**src/rtl/sys_ctrl_regs_if.sv**
```systemverilog
// rtl/sys_ctrl_regs_if.sv - IOC register bus between the decoder (master) and sys_ctrl_regs (slave)
interface sys_ctrl_regs_if #(
    parameter int DATA_W = 8,
    parameter int IOC_W  = 5
);
    logic [IOC_W-1:0]  i_ioc;
    logic [DATA_W-1:0] i_data_in;
    logic              i_cs;
    logic              i_fetch_cmd;
    logic              i_load_cmd;
    logic [DATA_W-1:0] o_data_out;
    logic              o_data_valid;

    modport master (
        output i_ioc, i_data_in, i_cs, i_fetch_cmd, i_load_cmd,
        input  o_data_out, o_data_valid
    );

    modport slave (
        input  i_ioc, i_data_in, i_cs, i_fetch_cmd, i_load_cmd,
        output o_data_out, o_data_valid
    );
endinterface

```
**src/rtl/sys_ctrl_regs.sv**
```systemverilog
// rtl/sys_ctrl_regs.sv - system-control register bank: IDs, debug/TX controls, error capture, IRQ, command pulses
module sys_ctrl_regs #(
    parameter int                DATA_W         = 8,
    parameter int                IOC_W          = 5,
    parameter int                GAP_W          = 4,
    parameter int                N_ERR          = 4,
    parameter int                N_CMD          = 4,
    parameter logic [DATA_W-1:0] MODULE_VERSION = 2,
    parameter logic [DATA_W-1:0] SYSTEM_VERSION = 1,
    parameter logic [DATA_W-1:0] MANU_ID        = 1
) (
    input  logic              i_sys_clk,
    input  logic              i_rst,
    sys_ctrl_regs_if.slave    bus,
    input  logic [N_ERR-1:0]  i_err,
    output logic [3:0]        o_debug_modes,
    output logic [GAP_W-1:0]  o_tx_sample_gap,
    output logic [DATA_W-1:0] o_tx_control_word,
    output logic [N_CMD-1:0]  o_cmd_pulse,
    output logic              o_irq
);

    localparam logic [IOC_W-1:0] A_MODVER = IOC_W'(5'h00);
    localparam logic [IOC_W-1:0] A_SYSVER = IOC_W'(5'h01);
    localparam logic [IOC_W-1:0] A_MANUID = IOC_W'(5'h02);
    localparam logic [IOC_W-1:0] A_ERRST  = IOC_W'(5'h03);
    localparam logic [IOC_W-1:0] A_ERRCNT = IOC_W'(5'h04);
    localparam logic [IOC_W-1:0] A_DEBUG  = IOC_W'(5'h05);
    localparam logic [IOC_W-1:0] A_GAP    = IOC_W'(5'h06);
    localparam logic [IOC_W-1:0] A_TXCTL  = IOC_W'(5'h07);
    localparam logic [IOC_W-1:0] A_CMD    = IOC_W'(5'h08);
    localparam logic [IOC_W-1:0] A_SCRTCH = IOC_W'(5'h09);
    localparam logic [IOC_W-1:0] A_IRQMSK = IOC_W'(5'h0A);

    logic              fetch_ok;
    logic              load_ok;
    logic [N_ERR-1:0]  err_state;
    logic [N_ERR-1:0]  err_d;
    logic [N_ERR-1:0]  irq_mask;
    logic [N_ERR-1:0]  w1c_mask;
    logic [DATA_W-1:0] err_count;
    logic [DATA_W-1:0] scratch;
    logic [DATA_W-1:0] rd_data;
    logic              err_event;

    // Fetch wins over a simultaneous load; the load is dropped entirely.
    assign fetch_ok  = bus.i_cs & bus.i_fetch_cmd;
    assign load_ok   = bus.i_cs & bus.i_load_cmd & ~bus.i_fetch_cmd;
    assign w1c_mask  = (load_ok && bus.i_ioc == A_ERRST) ? bus.i_data_in[N_ERR-1:0] : '0;
    assign err_event = |(i_err & ~err_d);

    always_comb begin
        rd_data = '0;
        case (bus.i_ioc)
            A_MODVER: rd_data = MODULE_VERSION;
            A_SYSVER: rd_data = SYSTEM_VERSION;
            A_MANUID: rd_data = MANU_ID;
            A_ERRST:  rd_data[N_ERR-1:0] = err_state;
            A_ERRCNT: rd_data = err_count;
            A_DEBUG:  rd_data[3:0] = o_debug_modes;
            A_GAP:    rd_data[GAP_W-1:0] = o_tx_sample_gap;
            A_TXCTL:  rd_data = o_tx_control_word;
            A_SCRTCH: rd_data = scratch;
            A_IRQMSK: rd_data[N_ERR-1:0] = irq_mask;
            default:  rd_data = '0;
        endcase
    end

    always_ff @(posedge i_sys_clk or posedge i_rst) begin
        if (i_rst) begin
            bus.o_data_out    <= '0;
            bus.o_data_valid  <= 1'b0;
            o_debug_modes     <= '0;
            o_tx_sample_gap   <= '0;
            o_tx_control_word <= '0;
            o_cmd_pulse       <= '0;
            o_irq             <= 1'b0;
            err_state         <= '0;
            err_d             <= '0;
            irq_mask          <= '0;
            err_count         <= '0;
            scratch           <= '0;
        end else begin
            bus.o_data_valid <= fetch_ok;
            if (fetch_ok) begin
                bus.o_data_out <= rd_data;
            end

            if (load_ok) begin
                case (bus.i_ioc)
                    A_DEBUG:  o_debug_modes     <= bus.i_data_in[3:0];
                    A_GAP:    o_tx_sample_gap   <= bus.i_data_in[GAP_W-1:0];
                    A_TXCTL:  o_tx_control_word <= bus.i_data_in;
                    A_SCRTCH: scratch           <= bus.i_data_in;
                    A_IRQMSK: irq_mask          <= bus.i_data_in[N_ERR-1:0];
                    default:  ;
                endcase
            end

            o_cmd_pulse <= (load_ok && bus.i_ioc == A_CMD) ? bus.i_data_in[N_CMD-1:0] : '0;

            // A live source re-sets its bit after the W1C mask is applied, so set wins.
            err_state <= (err_state & ~w1c_mask) | i_err;
            err_d     <= i_err;
            o_irq     <= |(err_state & irq_mask);

            if (fetch_ok && bus.i_ioc == A_ERRCNT) begin
                err_count <= err_event ? DATA_W'(1) : '0;
            end else if (err_event && err_count != '1) begin
                err_count <= err_count + 1'b1;
            end
        end
    end

endmodule

```
**src/flat_wrapper.sv**
```systemverilog
// flat-port wrapper written by rule: the top's interface ports become plain ports
module sys_ctrl_regs_flat 
#(
    parameter int                DATA_W         = 8,
    parameter int                IOC_W          = 5,
    parameter int                GAP_W          = 4,
    parameter int                N_ERR          = 4,
    parameter int                N_CMD          = 4,
    parameter logic [DATA_W-1:0] MODULE_VERSION = 2,
    parameter logic [DATA_W-1:0] SYSTEM_VERSION = 1,
    parameter logic [DATA_W-1:0] MANU_ID        = 1
)
  (i_sys_clk, i_rst, i_err, o_debug_modes, o_tx_sample_gap, o_tx_control_word, o_cmd_pulse, o_irq, bus_i_ioc, bus_i_data_in, bus_i_cs, bus_i_fetch_cmd, bus_i_load_cmd, bus_o_data_out, bus_o_data_valid);
  sys_ctrl_regs_if #(.DATA_W(DATA_W), .IOC_W(IOC_W)) bus_i ();
  input  logic i_sys_clk;
  input  logic i_rst;
  input  logic [N_ERR-1:0] i_err;
  output logic [3:0] o_debug_modes;
  output logic [GAP_W-1:0] o_tx_sample_gap;
  output logic [DATA_W-1:0] o_tx_control_word;
  output logic [N_CMD-1:0] o_cmd_pulse;
  output logic o_irq;
  input wire logic [$bits(bus_i.i_ioc)-1:0] bus_i_ioc;
  input wire logic [$bits(bus_i.i_data_in)-1:0] bus_i_data_in;
  input wire logic [$bits(bus_i.i_cs)-1:0] bus_i_cs;
  input wire logic [$bits(bus_i.i_fetch_cmd)-1:0] bus_i_fetch_cmd;
  input wire logic [$bits(bus_i.i_load_cmd)-1:0] bus_i_load_cmd;
  output wire logic [$bits(bus_i.o_data_out)-1:0] bus_o_data_out;
  output wire logic [$bits(bus_i.o_data_valid)-1:0] bus_o_data_valid;
  assign bus_i.i_ioc = bus_i_ioc;
  assign bus_i.i_data_in = bus_i_data_in;
  assign bus_i.i_cs = bus_i_cs;
  assign bus_i.i_fetch_cmd = bus_i_fetch_cmd;
  assign bus_i.i_load_cmd = bus_i_load_cmd;
  assign bus_o_data_out = bus_i.o_data_out;
  assign bus_o_data_valid = bus_i.o_data_valid;
  sys_ctrl_regs #(.DATA_W(DATA_W), .IOC_W(IOC_W), .GAP_W(GAP_W), .N_ERR(N_ERR), .N_CMD(N_CMD), .MODULE_VERSION(MODULE_VERSION), .SYSTEM_VERSION(SYSTEM_VERSION), .MANU_ID(MANU_ID)) u_core (.i_sys_clk(i_sys_clk), .i_rst(i_rst), .bus(bus_i), .i_err(i_err), .o_debug_modes(o_debug_modes), .o_tx_sample_gap(o_tx_sample_gap), .o_tx_control_word(o_tx_control_word), .o_cmd_pulse(o_cmd_pulse), .o_irq(o_irq));
endmodule
```
**config.mk**
```make
export PLATFORM = sky130hd
export DESIGN_NAME = sys_ctrl_regs_flat
export DESIGN_NICKNAME = d
export VERILOG_FILES = /design/src/rtl/sys_ctrl_regs_if.sv /design/src/rtl/sys_ctrl_regs.sv /design/src/flat_wrapper.sv
export SDC_FILE = /design/constraint.sdc
export NUM_CORES = 1
export LEC_CHECK = 0
export ABC_AREA = 1
export ABC_CLOCK_PERIOD_IN_PS = 1600
export BUFFER_PORTS_ARGS = -buffer_cell sky130_fd_sc_hd__buf_2
export CORE_ASPECT_RATIO = 2
export CORE_MARGIN = 1
export CORE_UTILIZATION = 50
export DETAILED_ROUTE_END_ITERATION = 8
export PLACE_DENSITY = 0.76
export SLEW_MARGIN = 10
export SYNTH_ARGS = -nofsm -noshare
export SYNTH_HDL_FRONTEND = slang
export SYNTH_SLANG_ARGS = --single-unit
```
**constraint.sdc**
```tcl
create_clock -name i_sys_clk -period 1.6 [get_ports i_sys_clk]
set_clock_uncertainty 0.15 [all_clocks]
set_input_delay 0 -clock i_sys_clk [delete_from_list [all_inputs] [get_ports i_sys_clk]]
set_output_delay 0 -clock i_sys_clk [all_outputs]
set_load 0.05 [all_outputs]
```
-- Word level (Yosys, flattened, before mapping)
Cells that the tools add are included.
- register bits after elaboration: 58
- output and inout bits: 30
- bits of input ports: 22
- mux-type cells: 7
- bitwise operators: 10
- reduce and logical (&&, ||, !) cells: 14
- $add $sub $neg: 1
- equal/unequal tests: 11
- operators with widths (cell ; number):
    one-hot mux 4 bit (9 select lines) ; 1
    == test 5 x 3 -> 1 bit, second input constant ; 4
    two-way mux 8 bit ; 2
    == test 5 x 4 -> 1 bit, second input constant ; 3
    bitwise AND 4 bit ; 3
    one-hot mux 4 bit (3 select lines) ; 1
    == test 5 x 2 -> 1 bit, second input constant ; 2
    AND reduction 2 bit ; 5
    adder 8 x 1 -> 8 bit, second input constant ; 1
    two-way mux 4 bit ; 2
    != test 8 bit, second input constant ; 1
    inverter 4 bit ; 2
    OR reduction 4 bit ; 2
    == test 5 x 1 -> 1 bit, second input constant ; 1
    logical NOT 5 bit ; 1
    logical AND 1 bit ; 4
    bitwise OR 4 bit ; 1
    bitwise AND 1 bit ; 3
    nonzero test 2 bit ; 1
    OR reduction 2 bit ; 1
    two-way mux 1 bit ; 1
    inverter 1 bit ; 1

-- Longest topological paths before layout
- depth after elaboration: 7
- gate-level depth with buffers: 11
- mapped depth without buffers: 9

-- Worst setup path before layout
No wires, ideal clock.
- path kind: register to register
- start point: register u_core.err_count[0]
- end point: register u_core.err_count[5]
- slack: 0.070 ns
- path buffers: 0
- setup time: 0.118 ns
- arrival time: 1.262 ns
- clock period less this slack: 1.530 ns
- stages on the path, launching flop included: 9
- data required time: 1.332 ns
- path through: dfrtp_1 ha_1 nand3_1 nor2_1 nand2_1 o21ai_2 inv_2 nand3b_1 nand2_1
- longest elaborated chain between the ends: 3
- elaborated cells between the ends (all ways): 6
- classes of those cells: add/sub (1); eq/ne (1); mux (2); reduce/logical (2)
- ends and longest elaborated chain (what ; line ; source):
    from (decl) ; sys_ctrl_regs.sv:41 ; logic [DATA_W-1:0] err_count;
    from (signal assigned) ; sys_ctrl_regs.sv:108 ; err_count <= err_event ? DATA_W'(1) : '0;
    from (signal assigned) ; sys_ctrl_regs.sv:110 ; err_count <= err_count + 1'b1;
    adder 8 x 1 -> 8 bit / != test 8 bit (equally long branches) ; sys_ctrl_regs.sv:110, sys_ctrl_regs.sv:109 ;
    two-way mux 8 bit / logical AND 1 bit (equally long branches) ; sys_ctrl_regs.sv:109 ; end else if (err_event && err_count != '1) begin
    two-way mux 8 bit / nonzero test 2 bit (equally long branches) ; n/a ;
Several ways; a longest one is shown, not always the timed one. The select of a mux whose other input is x is not followed.
A chain may end at the register's enable or synchronous reset.

-- Worst setup path after layout
- start point: register u_core.err_count[1]
- end point: register u_core.err_count[3]
The elaborated chain is that of the path after synthesis.

==> summary.md <==
| Metric | Value |
|---|---|
| Hold Crit Class | `primary input to register` |
| DR pass1 iterations | `4` |
| GP Congestion | `0.8945` |
| Setup crit start | `u_core.err_count[1]$_DFFE_PP0P_` |
| Fill count | `486` |
| RSZ-0062 raised after global routing | `yes` |
| First-pass GRT wire length | `12120 microns` |
| Net Switching | `0.001179 W` |
| Cell Chain, Critical Path | `ha_2 -> nand3_2 -> nor2_2 -> nand2_2 -> o21ai_4 -> inv_4 -> nand3b_1 -> nand2_1` |
| PD cells | `1002 mW/mm^2` |
| Worst hold margin | `-0.01262 ns` |
| Top-area cell type share of the netlist area | `51.46%` |
| Antenna Nets Post-Route | `0` |
| Antenna violations before repair | `0` |
| Largest net degree at the start of global routing | `59` |
| Leakage | `1.983 nW` |
| Clk slew on worst S/H paths | `0.06 ns` |
| Commonest non-fill, non-tap cell in the layout | `nand2_1` |
| Core Area | `0.005420 sq mm` |
| Vias per cell | `5.337` |
| Synthesized area per cell | `8.081 sq um` |
| Commonest cells after routing, fill and taps aside | `nand2_1, dfrtp_1, buf_2, o21ai_0, nand3_1` |
| Clk sinks | `58` |
| Bufs on Longest Clock Path | `2` |
| Part of the power in the clock network | `28.9%` |
| # setup viols final | `0` |
| CP required | `1.66 ns` |
| Worst path max stage delay | `0.37 ns` |
| Fraction of layout cells with a size suffix above 1 | `22.92%` |
| Area leader, netlist | `dfrtp_1` |
| # DRC | `0` |
| Failing checks | `negative hold slack` |
| Die area | `0.005963 sq mm` |
| Number of synthesized register bits | `58` |
| Via count | `2695` |
| Worst setup SP type | `register` |
| Worst-Margin Slew | `0.3498 ns` |
| Worst r2r src | `u_core.err_count[1]$_DFFE_PP0P_` |
| Drt total wl | `7500 microns` |
| Total grt overflow | `0` |
| Fmax | `0.6438 GHz` |
| Setup CP Type | `register to register` |
| Ranking of synthesized cells by area | `dfrtp_1, nand2_1, o21ai_0` |
| Max_cap viols | `0` |
| # diodes | `0` |
| Final hold vios | `8` |
| Starting Density | `52.03%` |
| Root Driver | `clkbuf_8` |
| Outcome | `complete, but fails checks` |
| Peak VDD IR | `0.8634 mV` |
| Syn. warnings | `0` |
| Cell Rows | `38` |
| DRT iter0 DRCs | `72` |
| Worst Path Arrival | `1.62 ns` |
| Post-Syn Nets | `372` |
| IO Port Bufs | `51` |
| Syn Inst Count | `349` |
| Synthesized cell area | `0.002820 sq mm` |
| Fin crit share | `97.07%` |
| Flop pwr share | `47.1%` |
| Crit end category | `register` |
| Routed len/inst | `14.85 microns` |
| Sequential share of the synthesized area | `51.46%` |
| Top-Level Pins | `52` |
| H-tree levels | `3` |
| CTS tree | `done` |
| Clock latency on the worst-skew pair | `0.34 ns` |
| Fin crit period | `1.553 ns` |
| Worst min-delay path startpoint | `bus_i_fetch_cmd` |
| Pint | `0.002472 W` |
| Die X | `55.11 microns` |
| Max FO, Critical Path | `7` |
| Tot GR Track Use | `29.07%` |
| Cts bufs inserted | `9` |
| Sw Share | `32.30%` |
| Crit-path slowest cell | `dfrtp_1` |
| Dpl hpwl | `5280 microns` |
| Post-synth cell types | `26` |
| Die height | `108.2 microns` |
| Layout Area Growth over Synthesis | `29.28%` |
| Final core occ | `67.27%` |
| Final-stage net count | `466` |
| Slew Limit Fails | `0` |
| Vias in the first global route | `2600` |
| Worst relative slew slack | `76.66%` |
| Comb pwr share | `24.0%` |
metrics by stage:
| step | area [sq um] | TNS, ns | total power, W | cells | setup WS (ns) |
|---|---|---|---|---|---|
| 2_1_floorplan | 2820 | 0 | 0.002252 | 349 | 0.02201 |
| 6_report | 3646 | 0 | 0.003652 | 505 | 0.04683 |
| 3_3_place_gp | 3204 | 0 | 0.002513 | 465 | 0.03187 |
| 4_1_cts | 3577 | 0 | 0.003615 | 501 | 0.007308 |
| 5_1_grt | 3646 | -0.3176 | 0.003839 | 505 | -0.06859 |
| 3_5_place_dp | 3204 | -0.03509 | 0.002532 | 465 | -0.01407 |
power groups by stage:
stage	combinational, W	sequential [W]	clock, W
6_report	0.000876	0.00172	0.00105
4_1_cts	0.000835	0.00172	0.00106
3_5_place_dp	0.000791	0.00174	0
5_1_grt	0.000968	0.00174	0.00113
2_1_floorplan	0.000345	0.00191	0
3_3_place_gp	0.000775	0.00174	0
synthesized netlist by cell type:
library cell and instances:
a21oi_1 1, and2_4 1, buf_2 3, buf_4 1
buf_6 3, clkbuf_1 2, clkinv_1 1, dfrtp_1 58
ha_1 1, inv_1 29, inv_2 1, nand2_1 119
nand2_2 3, nand2_4 1, nand3_1 31, nand3b_1 4
nand4_1 17, nor2_1 23, nor2_2 2, nor2_4 5
nor3_1 1, o21ai_0 34, o21ai_1 1, o21ai_2 1
o21bai_1 2, xor2_1 4
cells by family after synthesis:
logic type	count (synthesis)	synth area share, %
DFF	58	51.46
and+or+nand+nor	207	33.23
buffers and inverters	40	6.388
adders and majority gates	1	0.4436
xor gates and xnor gates	4	1.242
AOI/OAI and AO/OA	39	7.231
timing repair:
| action | 4_1_cts | 5_1_grt |
|---|---|---|
| setup endpoints to repair | 5 | 23 |
| hold buffers | 23 | 0 |
| cloned | 0 | 0 |
| gates resized for setup | 1 | 15 |
| pin swaps | 0 | 2 |
| setup buffers | 0 | 5 |
| endpoints found under the hold margin | 107 | 0 |
final timing paths:
kind                       slack [ns]  cells after the start                                       to
max                              0.05                      8          u_core.err_count[3]$_DFFE_PP0P_
min                             -0.01                      5     u_core.bus.o_data_out[5]$_DFFE_PP0P_
max reg2reg                      0.05                      8          u_core.err_count[3]$_DFFE_PP0P_
min reg2reg                      0.33                      2     u_core.bus.o_data_out[0]$_DFFE_PP0P_
max in group asynchronous        0.94                      4           u_core.irq_mask[3]$_DFFE_PP0P_
min in group asynchronous        0.11                      4  u_core.o_tx_control_word[2]$_DFFE_PP0P_
cell type report:
cell class / instances / area [sq um] / share of cell area, %
Timing Repair Buffer: 92 / 645.6 / 17.71
Tap cell: 60 / 75.07 / 2.059
Clock buffer: 12 / 135.1 / 3.706
Multi-Input combinational cell: 251 / 1215 / 33.32
Sequential cell: 58 / 1451 / 39.81
Clock inverter: 1 / 5.005 / 0.1373
Inverter: 31 / 118.9 / 3.260
per-layer routing:
| metal | up-vias | share of wire (%) | GRT usage [%] |
|---|---|---|---|
| met3 | 25 | 3.9 | 7.876 |
| met2 | 80 | 54 | 48.71 |
| met5 | - | 0 | 0 |
| li1 | 1319 | - | - |
| met4 | 0 | 4.3 | 15.54 |
| met1 | 1271 | 37 | 31.48 |
critical path: cells and delay by family (launching register included):
kind | cells | cell delay [ns]
flip-flops | 1 | 0.37
AO/OA/AOI/OAI | 1 | 0.12
buffers and inverters | 1 | 0.10
AND/OR/NAND/NOR | 5 | 0.49
adder cells (fa/ha/maj) | 1 | 0.20
registers in the layout, indices dropped and copies added (netlist names), 4 cells and up:
signal,count
u_core.o_tx_sample_gap,4
u_core.o_debug_modes,4
u_core.irq_mask,4
u_core.err_count,8
u_core.scratch,8
u_core.bus.o_data_out,8
u_core.err_d,4
u_core.o_tx_control_word,8
u_core.err_state,4
u_core.o_cmd_pulse,4
No activity file was read; power rests on OpenSTA's default activity.
